==> src/rtl/result_bcd_conv.sv <==
// result_bcd_conv: sequential signed-binary to BCD converter.
// Takes the 16-bit two's-complement calculator result, runs a 16-iteration
// shift-and-add-3 (double-dabble) conversion on a single shared datapath,
// and presents sign, five BCD digits and a leading-zero blank mask.
module result_bcd_conv #(
  parameter bit BLANK_LEADING = 1'b1
) (
  input  logic        clk,
  input  logic        nRST,
  input  logic        start,
  input  logic [15:0] value,
  output logic        busy,
  output logic        done,
  output logic        neg,
  output logic [19:0] digits,
  output logic [4:0]  blank
);

  typedef enum logic [1:0] {
    IDLE  = 2'd0,
    SHIFT = 2'd1,
    DONE  = 2'd2
  } state_t;

  // Blank value shown after reset: a zero result displays a single "0".
  localparam logic [4:0] BLANK_RESET = BLANK_LEADING ? 5'b11110 : 5'b00000;

  state_t      state_q, state_d;
  logic [15:0] mag_q;        // magnitude being shifted out MSB-first
  logic [19:0] acc_q;        // BCD accumulator
  logic [3:0]  cnt_q;        // iteration counter, 0..15
  logic        neg_r;        // sign captured at acceptance

  logic        accept;
  logic        last_iter;
  logic [15:0] mag_in;
  logic [19:0] acc_adj;
  logic [19:0] acc_next;
  logic [15:0] mag_next;
  logic [4:0]  mask_next;

  assign accept    = (state_q == IDLE) && start;
  assign last_iter = (state_q == SHIFT) && (cnt_q == 4'd15);

  // Magnitude of the incoming value; 0x8000 negates to 32768 as unsigned.
  assign mag_in = value[15] ? (~value + 16'd1) : value;

  // Add 3 to every accumulator nibble that is 5 or more, ahead of the shift.
  always_comb begin
    // NOTE: every combinational output gets a default first so no path
    // through the block can leave it unassigned and infer a latch.
    acc_adj = acc_q;
    for (int i = 0; i < 5; i++) begin
      if (acc_q[4*i +: 4] >= 4'd5)
        acc_adj[4*i +: 4] = acc_q[4*i +: 4] + 4'd3;
    end
  end

  // One shift of {accumulator, magnitude}: the magnitude MSB enters the BCD LSB.
  assign acc_next = {acc_adj[18:0], mag_q[15]};
  assign mag_next = {mag_q[14:0], 1'b0};

  // Leading-zero mask of the final accumulator: bit i set iff digits i..4 are
  // all zero, for i = 1..4. The units digit is never blanked.
  always_comb begin
    mask_next    = 5'b00000;
    mask_next[4] = (acc_next[19:16] == 4'd0);
    mask_next[3] = mask_next[4] && (acc_next[15:12] == 4'd0);
    mask_next[2] = mask_next[3] && (acc_next[11:8]  == 4'd0);
    mask_next[1] = mask_next[2] && (acc_next[7:4]   == 4'd0);
    if (!BLANK_LEADING)
      mask_next = 5'b00000;
  end

  // Next-state logic: start only matters in IDLE; DONE lasts one cycle.
  always_comb begin
    state_d = state_q;
    unique case (state_q)
      IDLE:    if (start) state_d = SHIFT;
      SHIFT:   if (cnt_q == 4'd15) state_d = DONE;
      DONE:    state_d = IDLE;
      default: state_d = IDLE;
    endcase
  end

  // State register plus registered busy/done flags derived from the next state.
  always_ff @(posedge clk or negedge nRST) begin
    if (!nRST) begin
      // NOTE: state is held with non-blocking assignments so every register in
      // this block samples the pre-edge values, independent of statement order.
      state_q <= IDLE;
      busy    <= 1'b0;
      done    <= 1'b0;
    end else begin
      state_q <= state_d;
      busy    <= (state_d != IDLE);
      done    <= (state_d == DONE);
    end
  end

  // Conversion datapath: load on acceptance, iterate while in SHIFT.
  always_ff @(posedge clk or negedge nRST) begin
    if (!nRST) begin
      mag_q <= 16'd0;
      acc_q <= 20'd0;
      cnt_q <= 4'd0;
      neg_r <= 1'b0;
    end else if (accept) begin
      mag_q <= mag_in;
      acc_q <= 20'd0;
      cnt_q <= 4'd0;
      neg_r <= value[15];
    end else if (state_q == SHIFT) begin
      mag_q <= mag_next;
      acc_q <= acc_next;
      cnt_q <= cnt_q + 4'd1;
    end
  end

  // Output registers: loaded on the edge that enters DONE, held otherwise.
  always_ff @(posedge clk or negedge nRST) begin
    if (!nRST) begin
      neg    <= 1'b0;
      digits <= 20'd0;
      blank  <= BLANK_RESET;
    end else if (last_iter) begin
      neg    <= neg_r;
      digits <= acc_next;
      blank  <= mask_next;
    end
  end

endmodule

==> config.mk <==
export PLATFORM = sky130hd
export DESIGN_NAME = result_bcd_conv
export DESIGN_NICKNAME = d
export VERILOG_FILES = /design/src/rtl/result_bcd_conv.sv
export SDC_FILE = /design/constraint.sdc
export NUM_CORES = 1
export LEC_CHECK = 0
export ABC_AREA = 0
export CORE_MARGIN = 4
export CORE_UTILIZATION = 41
export CTS_CLUSTER_DIAMETER = 100
export CTS_CLUSTER_SIZE = 10
export DETAILED_ROUTE_END_ITERATION = 8
export SETUP_SLACK_MARGIN = 0.1
export SYNTH_ARGS = -nofsm -noshare
export SYNTH_HDL_FRONTEND = slang
export SYNTH_SLANG_ARGS = --single-unit
==> constraint.sdc <==
create_clock -name clk -period 3.08 [get_ports clk]
set_input_delay 0.924 -clock clk [delete_from_list [all_inputs] [get_ports clk]]
set_output_delay 0.924 -clock clk [all_outputs]
set_load 0.01 [all_outputs]
==> metrics <==
run status finished, final reports clean; CTS H-tree depth 3; ratio of cells with drive above 1 in the final layout 8.59%; Final TNS setup 0 ns; period utilization 83.4%; crit path time final 2.57 ns; Yosys warning total 0; maximum vdd ir drop 0.000268 V; WP data required 3.30 ns; switching part of the total 38.4%; number of instances on the worst hold path 2; Port Buffer Count 45; internal power summed over all cells 2.75 mW; portion of the post-synthesis area used by sequential elements 50.1%; TritonCTS Sinks 70; post-synthesis register bit count 70; # hold bufs at CTS 0; total CTS buffers 9; average cell area after synthesis 9.59 µm²; DR vias/cell 5.29; arrival time of the worst setup path 2.78 ns; Netlist Area Pre-Place 0.00351 mm²; placer congestion estimate 0.797; highest fanout seen on the critical path 5; residual overflow from global routing 0; fraction of post-synthesis cell area in the top cell type by area 47.1%; Inserted Diodes 0; vias post-DR 2772; kind of start point of the critical path input port; proportion of register bits with asynchronous set or reset after synthesis 100%; CTS tree done; sequential share of power 36.3%; Setup Fix Bufs, Post-CTS 0; Synth area leader sky130_fd_sc_hd__dfrtp_1; Root Buffer Master sky130_fd_sc_hd__clkbuf_8; cell types with the largest area share after synthesis sky130_fd_sc_hd__dfrtp_1, sky130_fd_sc_hd__o21ai_0, sky130_fd_sc_hd__nand2_1, sky130_fd_sc_hd__ha_1, sky130_fd_sc_hd__dfstp_2; wire length of the first global-routing pass 13200 µm; number of unique standard cell types used by synthesis 49; reported net switching power 1.71 mW; Top Usage Layer GRT met2; RSZ-0062 raised after global routing false; syn nets 397; commonest cells after routing, fill and taps aside sky130_fd_sc_hd__dfrtp_1, sky130_fd_sc_hd__nand2_1, sky130_fd_sc_hd__o21ai_0, sky130_fd_sc_hd__clkdlybuf4s50_1, sky130_fd_sc_hd__a21oi_1; met2 GRT Util 26.9%; headroom to the max-slew limit 42.5%; grt met3 use 2.91%; standby leakage power 1.88 nW; post-detailed-route wirelength per cell 14.5 µm; power density over the cells 1030 mW/mm²; Hold Violations, Final 0; floorplan core area 0.00826 mm²; number of cells traversed by the worst register-to-register path 7; setup-violating endpoint count in the final report 0; number of rows created at floorplan 33; Slew @ Worst Pin 0.863 ns; pin count of the biggest net entering global routing 71; number of nets in the final layout 445; final WL 7600 µm; post-route cell area 0.00431 mm²; number of antenna violations at the first check in global routing 0; die extent in x 101 µm; most common cell after layout, fill and taps aside sky130_fd_sc_hd__dfrtp_1; die footprint 0.0101 mm²; FILL cells 794; Worst Clk Skew 0.00962 ns; Detail Route Antenna Nets 0; clock transition at the registers of the reported paths 0.08 ns; Syn-to-layout area delta 22.9%; Worst Setup Path Type input port to flip-flop; Peak Freq 389 MHz; clock insertion delay at the later pin of the skew report 0.34 ns; global routing usage summed across all routing layers 16.3%; endpoint kind of the worst setup timing path flip-flop; Hold Crit Class flip-flop to flip-flop; relative contribution of combinational cells to total power 45.3%; Top FF cell, synth sky130_fd_sc_hd__dfrtp_1; number of violations of the max-capacitance limit 0; number of global-route vias before repair 2830; DRC errors left 0; detailed-router iteration count before antenna repair 4; met1 track demand over resource 21.4%; number of flops mapped to enable cells by yosys 0; cells resized by post-CTS repair 0; effective utilization at floorplan 42.5%; Iter 0 DRT Violations 103; synthesized netlist cell count 366; estimated wirelength of the detail-placed design 5310 µm; number of buffers on the longest clock path 2; die span in y 101 µm; area of placed instances 0.00410 mm²; I/O pin cnt 47; clock share of power 18.4%; count of final max-slew check failures 0
kinds of logic (layout without fill, tap and decap cells):
| logic type | Yosys count | count (layout) | share of synthesized area, % |
|---|---|---|---|
| other | 1 | 1 | 0.107 |
| xor gates and xnor gates | 17 | 17 | 4.24 |
| and+or+nand+nor | 111 | 111 | 15.4 |
| AOI/OAI and AO/OA | 115 | 115 | 20.3 |
| muxes | 6 | 6 | 1.82 |
| adders and majority gates | 12 | 12 | 4.28 |
| buffers and inverters | 34 | 87 | 3.82 |
| DFF | 70 | 70 | 50.1 |
state kept, by name, summed over array words and instances, names as in the netlist:
register / flops
mag_q: 16
neg_r: 1
digits: 20
neg: 1
blank: 4
cnt_q: 4
busy: 1
acc_q: 20
done: 1
state_q: 2
power groups by stage:
stage          Clock (mW)  Sequential (mW)  Combinational, mW
6_report            0.819             1.62               2.02
5_1_grt             0.876             1.68               2.30
4_1_cts             0.831             1.62               2.06
3_5_place_dp            0             1.63               2.04
3_3_place_gp            0             1.62               2.00
2_1_floorplan           0             1.62               1.32
metal layers:
layer	share of wire (%)	wire length (µm)
met5	0	0
met1	47	3570
met2	48	3610
met4	1.1	80
met3	4.4	336
worst paths after layout:
path / start / to / slack [ns]
worst max-delay path: value[2] / mag_q[9]$_DFFE_PN0P_ / 0.51
worst min-delay path: neg_r$_DFFE_PN0P_ / neg$_DFFE_PN0P_ / 0.47
worst max register to register: acc_q[8]$_DFFE_PN0P_ / blank[1]$_DFFE_PN1P_ / 1.08
worst min register to register: neg_r$_DFFE_PN0P_ / neg$_DFFE_PN0P_ / 0.47
max in group asynchronous: nRST / blank[4]$_DFFE_PN1P_ / 2.16
min in group asynchronous: nRST / digits[1]$_DFFE_PN0P_ / 0.60
critical path, stage by stage:
cell and delay (ns):
sky130_fd_sc_hd__clkdlybuf4s50_1 0.50, sky130_fd_sc_hd__nor4_1 0.49, sky130_fd_sc_hd__nand2_1 0.23, sky130_fd_sc_hd__o41ai_1 0.35
sky130_fd_sc_hd__xor2_1 0.20, sky130_fd_sc_hd__o21ai_0 0.09
layout make-up:
| cell class | instances | area (µm²) | area share [%] |
|---|---|---|---|
| clock buffers | 12 | 145 | 3.37 |
| clock inverters | 4 | 70.1 | 1.63 |
| inverters | 17 | 63.8 | 1.48 |
| multi-input cells | 262 | 1620 | 37.5 |
| flip-flops and latches | 70 | 1760 | 40.8 |
| well taps | 105 | 131 | 3.05 |
| repair buffers | 54 | 526 | 12.2 |
stage by stage:
stage | std cells | setup WS [ns] | util [%] | hold slack (ns) | power (mW)
after global routing | 524 | 0.259 | 52.2 | 0.495 | 4.85
after floorplan | 366 | 0.782 | - | 0.439 | 2.94
after global placement | 508 | 0.200 | 49.6 | 0.456 | 3.62
final | 524 | 0.512 | 52.2 | 0.470 | 4.45
after CTS | 524 | 0.508 | 52.2 | 0.474 | 4.50
after detailed placement | 508 | 0.144 | 49.6 | 0.459 | 3.68
Yosys cell counts (2+ instances only):
cell type                  number
sky130_fd_sc_hd__a21o_1         3
sky130_fd_sc_hd__a21oi_1       20
sky130_fd_sc_hd__a22oi_1        8
sky130_fd_sc_hd__a31oi_1        2
sky130_fd_sc_hd__a32o_1         4
sky130_fd_sc_hd__and3_1         2
sky130_fd_sc_hd__buf_1          2
sky130_fd_sc_hd__buf_2          2
sky130_fd_sc_hd__clkbuf_1      12
sky130_fd_sc_hd__dfrtp_1       66
sky130_fd_sc_hd__dfstp_2        4
sky130_fd_sc_hd__ha_1          12
sky130_fd_sc_hd__inv_1         17
sky130_fd_sc_hd__mux2_2         3
sky130_fd_sc_hd__mux2i_1        3
sky130_fd_sc_hd__nand2_1       62
sky130_fd_sc_hd__nand2b_1       8
sky130_fd_sc_hd__nand3_1        3
sky130_fd_sc_hd__nand4_1        3
sky130_fd_sc_hd__nor2_1         8
sky130_fd_sc_hd__nor2b_1        4
sky130_fd_sc_hd__nor3_1         3
sky130_fd_sc_hd__nor3b_1        9
sky130_fd_sc_hd__nor4_1         2
sky130_fd_sc_hd__o21ai_0       47
sky130_fd_sc_hd__o21ai_1        3
sky130_fd_sc_hd__o22ai_1       10
sky130_fd_sc_hd__o31ai_1        8
sky130_fd_sc_hd__xnor2_1        8
sky130_fd_sc_hd__xor2_1         9
No activity file was read; power rests on OpenSTA's default activity.
